===== src/rtl/video_sync_decoder_if.sv =====
// Signal bundle between the external sync separator, the sync decoder and the
// downstream row-trigger logic.
interface video_sync_decoder_if;
  logic       csync_in;
  logic       vsync_in;
  logic       odd_even_in;
  logic       hs_out;
  logic       odd_field_tri;
  logic       video_mode;
  logic       locked;
  logic [9:0] lines_per_frame;

  modport master (
    output csync_in, vsync_in, odd_even_in,
    input  hs_out, odd_field_tri, video_mode, locked, lines_per_frame
  );

  modport slave (
    input  csync_in, vsync_in, odd_even_in,
    output hs_out, odd_field_tri, video_mode, locked, lines_per_frame
  );
endinterface


===== src/rtl/video_sync_decoder.sv =====
// Conditions separator csync/vsync/odd-even into a clean line sync, an odd-field
// start pulse and an auto-detected NTSC/PAL mode with lock status.
module video_sync_decoder #(
  parameter int unsigned FILT_LEN = 4,
  parameter int unsigned HOLDOFF  = 1200,
  parameter int unsigned HS_WIDTH = 127,
  parameter int unsigned TOL      = 3
) (
  input logic                   clk_in,
  input logic                   rst_n,
  video_sync_decoder_if.slave   bus
);

  typedef enum logic [1:0] {ClsNone, ClsNtsc, ClsPal} cls_e;

  localparam logic [3:0]  FiltLen  = 4'(FILT_LEN);
  localparam logic [3:0]  FiltLast = 4'(FILT_LEN - 1);
  localparam logic [10:0] Holdoff  = 11'(HOLDOFF);
  localparam logic [10:0] HsWidth  = 11'(HS_WIDTH);
  localparam logic [9:0]  NtscLo   = 10'(525 - TOL);
  localparam logic [9:0]  NtscHi   = 10'(525 + TOL);
  localparam logic [9:0]  PalLo    = 10'(625 - TOL);
  localparam logic [9:0]  PalHi    = 10'(625 + TOL);

  logic [1:0]  r_cs_sync;
  logic [3:0]  r_vs_sync;
  logic [1:0]  r_oe_sync;
  logic [3:0]  r_filt_cnt;
  logic        r_filt_edge;
  logic [10:0] r_holdoff;
  logic [10:0] r_width;
  logic        r_hs;
  logic [9:0]  r_line_cnt;
  logic [9:0]  r_lpf;
  logic        r_oft;
  logic        r_mode;
  logic        r_locked;
  cls_e        r_prev_cls;

  logic [3:0]  w_filt_cnt_d;
  logic        w_filt_hit;
  logic        w_accept;
  logic        w_field;
  cls_e        w_cls;

  // Extra vsync stages align the field pulse to the fourth edge after the first low sample.
  always_ff @(posedge clk_in or negedge rst_n) begin
    if (!rst_n) begin
      r_cs_sync <= 2'b11;
      r_vs_sync <= 4'b1111;
      r_oe_sync <= 2'b00;
    end else begin
      r_cs_sync <= {r_cs_sync[0], bus.csync_in};
      r_vs_sync <= {r_vs_sync[2:0], bus.vsync_in};
      r_oe_sync <= {r_oe_sync[0], bus.odd_even_in};
    end
  end

  always_comb begin
    w_filt_cnt_d = r_filt_cnt;
    w_filt_hit   = 1'b0;
    if (r_cs_sync[1]) begin
      w_filt_cnt_d = 4'd0;
    end else if (r_filt_cnt != FiltLen) begin
      w_filt_cnt_d = r_filt_cnt + 4'd1;
      w_filt_hit   = (r_filt_cnt == FiltLast);
    end
  end

  assign w_accept = r_filt_edge && (r_holdoff == 11'd0);
  assign w_field  = r_vs_sync[3] && !r_vs_sync[2] && r_oe_sync[1];

  always_ff @(posedge clk_in or negedge rst_n) begin
    if (!rst_n) begin
      r_filt_cnt  <= 4'd0;
      r_filt_edge <= 1'b0;
      r_holdoff   <= 11'd0;
      r_width     <= 11'd0;
      r_hs        <= 1'b1;
    end else begin
      r_filt_cnt  <= w_filt_cnt_d;
      r_filt_edge <= w_filt_hit;
      if (w_accept) begin
        r_holdoff <= Holdoff;
        r_width   <= HsWidth;
        r_hs      <= 1'b0;
      end else begin
        if (r_holdoff != 11'd0) r_holdoff <= r_holdoff - 11'd1;
        if (r_width != 11'd0) begin
          r_width <= r_width - 11'd1;
          if (r_width == 11'd1) r_hs <= 1'b1;
        end
      end
    end
  end

  always_comb begin
    w_cls = ClsNone;
    if (r_line_cnt >= NtscLo && r_line_cnt <= NtscHi) begin
      w_cls = ClsNtsc;
    end else if (r_line_cnt >= PalLo && r_line_cnt <= PalHi) begin
      w_cls = ClsPal;
    end
  end

  // Status registers update on the edge that raises odd_field_tri.
  always_ff @(posedge clk_in or negedge rst_n) begin
    if (!rst_n) begin
      r_line_cnt <= 10'd0;
      r_lpf      <= 10'd0;
      r_oft      <= 1'b0;
      r_mode     <= 1'b0;
      r_locked   <= 1'b0;
      r_prev_cls <= ClsNone;
    end else begin
      r_oft <= w_field;
      if (w_field) begin
        r_line_cnt <= w_accept ? 10'd1 : 10'd0;
        r_lpf      <= r_line_cnt;
        r_prev_cls <= w_cls;
        if (w_cls == r_prev_cls && w_cls != ClsNone) begin
          r_mode   <= (w_cls == ClsPal);
          r_locked <= 1'b1;
        end else begin
          r_locked <= 1'b0;
        end
      end else if (w_accept && r_line_cnt != 10'h3FF) begin
        r_line_cnt <= r_line_cnt + 10'd1;
      end
    end
  end

  assign bus.hs_out          = r_hs;
  assign bus.odd_field_tri   = r_oft;
  assign bus.video_mode      = r_mode;
  assign bus.locked          = r_locked;
  assign bus.lines_per_frame = r_lpf;

endmodule


===== src/flat_wrapper.sv =====
// flat-port wrapper written by rule: the top's interface ports become plain ports
module video_sync_decoder_flat 
#(
  parameter int unsigned FILT_LEN = 4,
  parameter int unsigned HOLDOFF  = 1200,
  parameter int unsigned HS_WIDTH = 127,
  parameter int unsigned TOL      = 3
)
  (clk_in, rst_n, bus_csync_in, bus_vsync_in, bus_odd_even_in, bus_hs_out, bus_odd_field_tri, bus_video_mode, bus_locked, bus_lines_per_frame);
  video_sync_decoder_if bus_i ();
  input logic clk_in;
  input logic rst_n;
  input wire logic [$bits(bus_i.csync_in)-1:0] bus_csync_in;
  input wire logic [$bits(bus_i.vsync_in)-1:0] bus_vsync_in;
  input wire logic [$bits(bus_i.odd_even_in)-1:0] bus_odd_even_in;
  output wire logic [$bits(bus_i.hs_out)-1:0] bus_hs_out;
  output wire logic [$bits(bus_i.odd_field_tri)-1:0] bus_odd_field_tri;
  output wire logic [$bits(bus_i.video_mode)-1:0] bus_video_mode;
  output wire logic [$bits(bus_i.locked)-1:0] bus_locked;
  output wire logic [$bits(bus_i.lines_per_frame)-1:0] bus_lines_per_frame;
  assign bus_i.csync_in = bus_csync_in;
  assign bus_i.vsync_in = bus_vsync_in;
  assign bus_i.odd_even_in = bus_odd_even_in;
  assign bus_hs_out = bus_i.hs_out;
  assign bus_odd_field_tri = bus_i.odd_field_tri;
  assign bus_video_mode = bus_i.video_mode;
  assign bus_locked = bus_i.locked;
  assign bus_lines_per_frame = bus_i.lines_per_frame;
  video_sync_decoder #(.FILT_LEN(FILT_LEN), .HOLDOFF(HOLDOFF), .HS_WIDTH(HS_WIDTH), .TOL(TOL)) u_core (.clk_in(clk_in), .rst_n(rst_n), .bus(bus_i));
endmodule

===== config.mk =====
export PLATFORM = sky130hd
export DESIGN_NAME = video_sync_decoder_flat
export DESIGN_NICKNAME = d
export VERILOG_FILES = /design/src/rtl/video_sync_decoder_if.sv /design/src/rtl/video_sync_decoder.sv /design/src/flat_wrapper.sv
export SDC_FILE = /design/constraint.sdc
export NUM_CORES = 1
export LEC_CHECK = 0
export ABC_CLOCK_PERIOD_IN_PS = 3600
export CAP_MARGIN = 20
export CORE_MARGIN = 2
export CORE_UTILIZATION = 55
export CTS_CLUSTER_SIZE = 24
export DETAILED_ROUTE_END_ITERATION = 7
export HOLD_SLACK_MARGIN = 0.03
export PLACE_DENSITY = 0.75
export SYNTH_ARGS = -nofsm -noshare
export SYNTH_HDL_FRONTEND = slang
export SYNTH_SLANG_ARGS = --single-unit

===== constraint.sdc =====
create_clock -name clk_in -period 3.6 [get_ports clk_in]
set_input_delay 0.54 -clock clk_in [delete_from_list [all_inputs] [get_ports clk_in]]
set_output_delay 0.54 -clock clk_in [all_outputs]
set_load 0.01 [all_outputs]

# After elaboration in Yosys (flattened, before gate mapping)

Index checks and enable logic that the tools add are counted.

Equal/unequal tests: 6
Multiplexer cells: 17
Reductions and logical operators: 19
Magnitude comparators: 4
$add $sub $neg: 4

Operators by type and width:

| operator                                                                 | number |
|---|---|
| 11-bit 2-to-1 mux                                                        | 4 |
| 11-bit nonzero test                                                      | 2 |
| 11-bit by 1-bit subtractor with 11-bit output (second input constant)    | 2 |
| 10-bit >= comparator (second input constant)                             | 2 |
| 10-bit <= comparator (second input constant)                             | 2 |
| 10-bit 2-to-1 mux                                                        | 2 |
| 2-bit nonzero test                                                       | 6 |
| 11-bit by 1-bit equality test with 1-bit output (second input constant)  | 1 |
| 11-bit zero test                                                         | 1 |
| 10-bit by 1-bit adder with 10-bit output (second input constant)         | 1 |
| 10-bit inequality test (second input constant)                           | 1 |
| 4-bit 2-to-1 mux                                                         | 2 |
| 1-bit logical AND                                                        | 7 |
| 1-bit 2-to-1 mux                                                         | 7 |
| 4-bit by 1-bit adder with 4-bit output (second input constant)           | 1 |
| 4-bit by 2-bit equality test with 1-bit output (second input constant)   | 1 |
| 2-bit 2-to-1 mux                                                         | 2 |
| 4-bit by 3-bit inequality test with 1-bit output (second input constant) | 1 |
| 2-bit AND reduction                                                      | 2 |
| 2-bit equality test                                                      | 1 |
| 2-bit equality test (second input constant)                              | 1 |
| 1-bit zero test                                                          | 1 |

Logic and storage cells: 64
Register bits: 61

# Longest topological paths before layout

Gate-level depths: netlist of run 1.

Depth in word-level cells: 7
Depth in mapped cells: 9

# Worst setup path after synthesis of run 1

Ideal clock, no wire load.

Path type: register to register
Start point: reg u_core.r_holdoff[0]
End point: reg u_core.r_line_cnt[6]
Required time: 3522 ps
Period minus slack after synthesis: 2388 ps
Library setup time: 78 ps
Cell stages (with the launch flop): 9
Slack: 1212 ps
Arrival: 2310 ps
Buffers on the path: 2
Cell sequence: dfrtp_1 -> inv_1 -> ha_1 -> or4b_1 -> clkbuf_1 -> or4_4 -> buf_6 -> or4_1 -> a21oi_1

Longest elaborated chain between the ends: 4

RTL lines:

| element                      | RTL line                  | RTL |
|---|---|---|
| start: declaration           | video_sync_decoder.sv:30  | `logic [10:0] r_holdoff;` |
| start signal: assignment     | video_sync_decoder.sv:84  | `r_holdoff <= Holdoff;` |
| start signal: assignment     | video_sync_decoder.sv:88  | `if (r_holdoff != 11'd0) r_holdoff <= r_holdoff - 11'd1;` |
| 11-bit zero test             | video_sync_decoder.sv:70  | `assign w_accept = r_filt_edge && (r_holdoff == 11'd0);` |
| 1-bit logical AND            | video_sync_decoder.sv:70  |  |
| 1-bit logical AND            | video_sync_decoder.sv:127 | `end else if (w_accept && r_line_cnt != 10'h3FF) begin` |
| 2-bit nonzero test (no line) | -                         |  |
| end signal: assignment       | video_sync_decoder.sv:118 | `r_line_cnt <= w_accept ? 10'd1 : 10'd0;` |
| end signal: assignment       | video_sync_decoder.sv:128 | `r_line_cnt <= r_line_cnt + 10'd1;` |
| end: declaration             | video_sync_decoder.sv:33  | `logic [9:0] r_line_cnt;` |

Every way passes these cells.
A chain may end at the register's enable or synchronous reset.

# Worst setup path in the final report of run 1

Start point: reg u_core.r_holdoff[3]
End point: reg u_core.r_line_cnt[6]

Same word-level chain as after synthesis.

==> flow_metrics.env, run 1 <==
export IMPL_ys_types=50
export IMPL_path_class="flop to flop"
export IMPL_drt_pass1_iterations=4
export IMPL_avgSynthCellArea_um2=9.813
export IMPL_clkSinkCount=61
export IMPL_grt_usage_pct=22.66
export IMPL_area_growth_pct=14.41
export IMPL_grt_pass1_wl_um=10490
export IMPL_worstReg2RegEnd="u_core.r_line_cnt[6]"
export IMPL_fin_crit_ps=2549
export IMPL_totalWireLength_um=5702
export IMPL_setup_viol=0
export IMPL_grt_max_degree=42
export IMPL_synth_compound_area_share_pct=11.81
export IMPL_synth_warning_count=0
export IMPL_synth_adder_area_share_pct=2.985
export IMPL_crit_fanout=19
export IMPL_synth_top_cell_area_share_pct=46.06
export IMPL_wl_per_cell_um=14.47
export IMPL_syn_nets=311
export IMPL_start_kind="flop"
export IMPL_synthCells=299
export IMPL_arrival_ps=2800
export IMPL_netlist_top_cells_area="dfrtp_1 (46%), dfstp_2 (6.3%), nand2_1 (5.2%)"
export IMPL_synth_top_family_by_area="simple AND/OR/NAND/NOR gates"
export IMPL_postCtsSetupRepairBufs=0
export IMPL_timing_final_ws_setup_ps=1051
export IMPL_synth_seq_cells=61
export IMPL_dominantRegCellSynth="dfrtp_1"
export IMPL_max_clock_freq_mhz=392.3
export IMPL_n_fill_cell=441
export IMPL_gp_congestion=0.8421
export IMPL_layout_common_cells="dfrtp_1 (54), nand2_1 (41), nor2_1 (20)"
export IMPL_timing_critical_path_to="u_core.r_line_cnt[6]"
export IMPL_crit_chain="or4_1 -> or4_4 -> or4_1 -> a21oi_1"
export IMPL_grt_antenna_before_repair=0
export IMPL_cp_data_required_time_ps=3850
export IMPL_critPathCaptureType="flop"
export IMPL_drive_above_1_share_pct=10.80
export IMPL_final_common_cell="dfrtp_1"
export IMPL_synthesis_area_mm2=0.002934
export IMPL_reg2reg_from="u_core.r_holdoff[3]"
export IMPL_hold_viol=0
export IMPL_cts_resized=0
export IMPL_clk_path_buf_depth=2
export IMPL_nNetsFinal=331
export IMPL_synth_top_area_cell="dfrtp_1"
export IMPL_setup_tns_ps=0
export IMPL_die_h_um=77.04
export IMPL_drtIter0Drc=257
export IMPL_cpMostUsedCell="or4_1"
export IMPL_relSlewSlack_pct=45.79
export IMPL_cap_violations=0
export IMPL_timing_final_crit_share_pct=70.80
export IMPL_root_buffer="clkbuf_8"
export IMPL_synthArstFlopShare_pct=100.0
export IMPL_fp_row_count=26
export IMPL_grt_setup_unrepaired="false"
export IMPL_cts_inserted_buffers=9
export IMPL_worst_hold_path_type="primary input to async pin"
export IMPL_synth_edf_count=0
export IMPL_outcome="finished, final reports clean"
export IMPL_fp_dieW_um=77.04
export IMPL_regArea_mm2=0.001535
export IMPL_vias=2262
export IMPL_path_clk_slew_ps=70
export IMPL_slowest_stage="or4_4"
export IMPL_clkLatencyLatePin_ps=340
export IMPL_multi_input_comb_area_mm2=0.001289
export IMPL_via_per_inst=5.741
export IMPL_rrSetupSlack_ps=1050
export IMPL_n_antenna_cell=0
export IMPL_portBuffers=18
export IMPL_dp_hpwl_um=3878
export IMPL_synth_simple_gate_area_share_pct=24.52
export IMPL_r2r_cells=4
export IMPL_grt_pass1_vias=2300
export IMPL_io_pins=19
export IMPL_cts_tree="yes"
export IMPL_synthMuxAreaShare_pct=2.814
export IMPL_dp_slack_ps=1071
export IMPL_maxSlewViolCount=0
export IMPL_worst_path_largest_cell_delay_ps=690
export IMPL_ant_nets=0
export IMPL_power_per_cell_area_mw_per_mm2=574.5
export IMPL_p_leak_nw=1.442
export IMPL_yosysSeqAreaShare_pct=52.32
export IMPL_crit_start="u_core.r_holdoff[3]"
export IMPL_dieArea_mm2=0.005935
export IMPL_drcViolationCount=0
export IMPL_start_util_pct=57.08
export IMPL_tightest_slew_ps=806.9
export IMPL_grt_overflow=0
export IMPL_finClkSkew_ps=10.87
export IMPL_hold_buffers=0
export IMPL_synth_xor_area_share_pct=1.791
export IMPL_htreeDepth=3
export IMPL_peakVddDrop_uv=347.1
export IMPL_coreArea_mm2=0.005140
==> registers in the layout, indices dropped and copies added (netlist names) <==
register	flops
u_core.r_holdoff	11
u_core.r_width	11
u_core.bus.lines_per_frame	10
u_core.r_line_cnt	10
u_core.r_filt_cnt	4
u_core.r_vs_sync	4
u_core.r_cs_sync	2
u_core.r_oe_sync	2
u_core.r_prev_cls	2
u_core.bus.hs_out	1
u_core.bus.locked	1
u_core.bus.odd_field_tri	1
u_core.bus.video_mode	1
u_core.r_filt_edge	1
==> metal layers <==
metal  wire (um)  part of all wire [%]  global-route usage [%]
met5           0                     0                       0
met4          84                   1.5                   14.29
met3         276                   4.8                   4.588
met2        2669                    47                   34.12
met1        2672                    47                   30.17
==> metrics by stage <==
step / total power, mW / hold WS [ps] / utilization [%] / cells / area [um^2]
5_1_grt: 2.063 / 181.0 / 65.31 / 394 / 3357
3_5_place_dp: 1.359 / 341.3 / 61.59 / 378 / 3166
3_3_place_gp: 1.336 / 336.4 / 61.59 / 378 / 3166
4_1_cts: 1.944 / 162.9 / 65.31 / 394 / 3357
6_report: 1.929 / 160.4 / 65.31 / 394 / 3357
2_1_floorplan: 1.248 / 244.4 / - / 299 / 2934
==> worst min-delay path by stage <==
stage,slack [ps],to,from
2_1_floorplan,240,u_core.bus.lines_per_frame[0],rst_n
3_3_place_gp,340,u_core.r_oe_sync[1],u_core.r_oe_sync[0]
3_5_place_dp,340,u_core.r_oe_sync[1],u_core.r_oe_sync[0]
4_1_cts,160,u_core.bus.video_mode,rst_n
5_1_grt,180,u_core.bus.video_mode,rst_n
6_report,160,u_core.bus.video_mode,rst_n
==> synthesized netlist by cell type, types with 4 or more instances <==
cell type / instances
clkbuf_1: 10
nand4_1: 4
nor3_1: 10
a211oi_1: 4
ha_1: 7
dfrtp_1: 54
xnor2_1: 4
inv_1: 14
or4_1: 4
dfstp_2: 7
a21oi_1: 15
mux2i_1: 6
nand2_1: 41
nor2_1: 20
nor4_1: 9
nand2b_1: 6
o31ai_1: 4
nand3_1: 11
o21ai_0: 16
==> area by class of cell <==
cell class                      instances  share of cell area, %
Sequential cell                        61                  45.73
Multi-Input combinational cell        211                  38.39
Timing Repair Buffer                   21                  5.889
Clock buffer                           15                  5.553
Tap cell                               70                  2.609
Inverter                               15                  1.677
Clock inverter                          1                 0.1491
==> worst max-delay path: cells and delay by family, from the launching register on <==
family,cells,cell delay (ps)
flip-flops,1,440
AO/OA/AOI/OAI,1,160
AND/OR/NAND/NOR,3,1870
==> power by group <==
part / switching, mW / total (mW) / internal [mW]
combinational: 0.220 / 0.393 / 0.173
clock: 0.251 / 0.576 / 0.325
sequential: 0.141 / 0.961 / 0.819
total: 0.612 / 1.93 / 1.32
==> cells by family after synthesis <==
kind of cell,Yosys count
multiplexers,8
flip-flops,61
buffers and inverters,27
AO/OA/AOI/OAI,55
adder cells (fa/ha/maj),7
AND/OR/NAND/NOR,135
XOR/XNOR,6
No activity file was read; power rests on OpenSTA's default activity.
==> inputs of run 2 (changes only) <==
--- a/config.mk
+++ b/config.mk
@@ -5,10 +5,10 @@
 export SDC_FILE = /design/constraint.sdc
 export NUM_CORES = 1
 export LEC_CHECK = 0
-export ABC_CLOCK_PERIOD_IN_PS = 3600
+export ABC_CLOCK_PERIOD_IN_PS = 2200
 export CAP_MARGIN = 20
 export CORE_MARGIN = 2
-export CORE_UTILIZATION = 55
+export CORE_UTILIZATION = 53
 export CTS_CLUSTER_SIZE = 24
 export DETAILED_ROUTE_END_ITERATION = 7
 export HOLD_SLACK_MARGIN = 0.03
==> constraint.sdc (replaced) <==
create_clock -name clk_in -period 2.2 [get_ports clk_in]
set_input_delay 0.33 -clock clk_in [delete_from_list [all_inputs] [get_ports clk_in]]
set_output_delay 0.33 -clock clk_in [all_outputs]
set_load 0.01 [all_outputs]
==> flow_metrics.env, run 2 (synthesis results as in run 1) <==
export IMPL_outcome="complete, but fails checks"
export IMPL_violations="setup timing"
export IMPL_finClkSkew_ps=12.07
export IMPL_layout_common_cells="dfrtp_1 (54), nand2_1 (41), buf_4 (24)"
export IMPL_final_cell_area_mm2=0.003616
export IMPL_slowest_stage="or4_4"
export IMPL_timing_final_ws_setup_ps=-31.82
export IMPL_grt_pass1_wl_um=10440
export IMPL_drt_pass1_iterations=5
export IMPL_grt_setup_unrepaired="true"
export IMPL_vias=2353
export IMPL_root_buffer="clkbuf_8"
export IMPL_grt_pass1_vias=2315
export IMPL_cpMostUsedCell="or4_4"
export IMPL_grt_max_degree=39
export IMPL_io_pins=19
export IMPL_setup_viol=4
export IMPL_power_per_cell_area_mw_per_mm2=952.7
export IMPL_postPlaceCellArea_mm2=0.003341
export IMPL_via_per_inst=5.616
export IMPL_area_growth_pct=23.24
export IMPL_clkLatencyLatePin_ps=340
export IMPL_dp_hpwl_um=4030
export IMPL_maxSlewViolCount=0
export IMPL_timing_final_crit_share_pct=101.4
export IMPL_dieArea_mm2=0.006147
export IMPL_grt_antenna_before_repair=0
export IMPL_cp_buffers_inverters=1
export IMPL_hold_viol=0
export IMPL_worst_path_largest_cell_delay_ps=490
export IMPL_die_h_um=78.41
export IMPL_clkSinkCount=61
export IMPL_grt_usage_pct=22.01
export IMPL_portBuffers=18
export IMPL_drcViolationCount=0
export IMPL_fp_row_count=27
export IMPL_cts_tree="yes"
export IMPL_critPathCaptureType="flop"
export IMPL_grt_overflow=0
export IMPL_max_clock_freq_mhz=448.1
export IMPL_dp_slack_ps=-61.48
export IMPL_start_kind="flop"
export IMPL_power_mw=3.445
export IMPL_crit_chain="inv_1 -> ha_2 -> or4b_4 -> or4_4 -> or4_4 -> a21oi_2"
export IMPL_path_clk_slew_ps=60
export IMPL_whs_ps=349.4
export IMPL_largestRegisters="u_core.r_holdoff (11), u_core.r_width (11)"
export IMPL_final_util_pct=66.48
export IMPL_cts_inserted_buffers=9
export IMPL_n_antenna_cell=0
export IMPL_fp_dieW_um=78.41
export IMPL_relSlewSlack_pct=56.89
export IMPL_cp_data_required_time_ps=2450
export IMPL_nNetsFinal=354
export IMPL_drive_above_1_share_pct=19.02
export IMPL_path_delay_family="simple AND/OR/NAND/NOR gates"
export IMPL_clk_path_buf_depth=2
export IMPL_htreeDepth=3
export IMPL_cap_violations=0
export IMPL_wl_per_cell_um=14.27
export IMPL_worst_hold_path_type="flop to flop"
export IMPL_gp_congestion=0.8433
export IMPL_final_common_cell="dfrtp_1"
export IMPL_coreArea_mm2=0.005439
export IMPL_crit_fanout=4
export IMPL_totalWireLength_um=5979
export IMPL_path_class="flop to flop"
export IMPL_peakVddDrop_uv=647.0
export IMPL_drtIter0Drc=139
export IMPL_tightest_slew_ps=640.8
export IMPL_start_util_pct=53.95
export IMPL_fin_crit_ps=2232
export IMPL_ant_nets=0
export IMPL_arrival_ps=2480
export IMPL_p_leak_nw=1.575
-- run 2: cell count changes in the layout (fill, tap and decap cells not counted), sizes merged --
cell	change
buf	+22
dlygate4sd3	+1
clkbuf	-1
bufinv	+1
-- run 2: worst reg2reg max path, delay by kind of cell, from the launching register on --
kind            cells  cell delay [ps]
compound gates      1              120
fa+ha+maj           1              170
buf+inv             1               70
flops               1              380
simple gates        3             1410
-- run 2: path summary, 6_finish.rpt --
path | from | end | slack (ps) | cells past startpoint
max | u_core.r_holdoff[1] | u_core.r_line_cnt[6] | -30 | 6
min | u_core.r_oe_sync[0] | u_core.r_oe_sync[1] | 350 | 0
max reg2reg | u_core.r_holdoff[1] | u_core.r_line_cnt[6] | -30 | 6
min reg2reg | u_core.r_oe_sync[0] | u_core.r_oe_sync[1] | 350 | 0
max in group asynchronous | rst_n | u_core.r_vs_sync[3] | 1010 | 3
min in group asynchronous | rst_n | u_core.r_filt_cnt[1] | 520 | 2
-- run 2: per-stage QoR --
stage,instances,setup TNS [ps]
after floorplan,299,-258.0
final,419,-79.56
after global placement,401,-0.2178
after CTS,418,-109.9
after detailed placement,401,-170.2
after global routing,419,-448.9
-- run 2: per-layer routing --
layer	routed length [um]	GRT usage [%]	vias up	share of wire [%]
met1	2819	28.19	1125	47
li1	-	-	1164	-
met3	227	5.977	8	3.8
met4	69	10.35	0	1.2
met5	0	0	-	0
met2	2862	34.91	56	48
-- run 2: layout make-up --
| cell class | count | area (um^2) |
|---|---|---|
| Clock inverter | 2 | 38.79 |
| Tap cell | 72 | 90.09 |
| Multi-Input combinational cell | 211 | 1328 |
| Fill cell | 413 | 1823 |
| Timing Repair Buffer | 44 | 385.4 |
| Inverter | 15 | 56.30 |
| Clock buffer | 14 | 182.7 |
| Sequential cell | 61 | 1535 |
-- run 2: where the power goes --
part | internal [mW] | switching, mW
registers | 1.34 | 0.187
clock network | 0.649 | 0.417
logic | 0.412 | 0.439
-- run 2: timing repair --
action | CTS | global route
setup endpoints to repair | 5 | 5
hold endpoints to repair | 23 | 0
resized for setup | 2 | 5
hold buffers | 1 | 0
setup buffers | 0 | 1
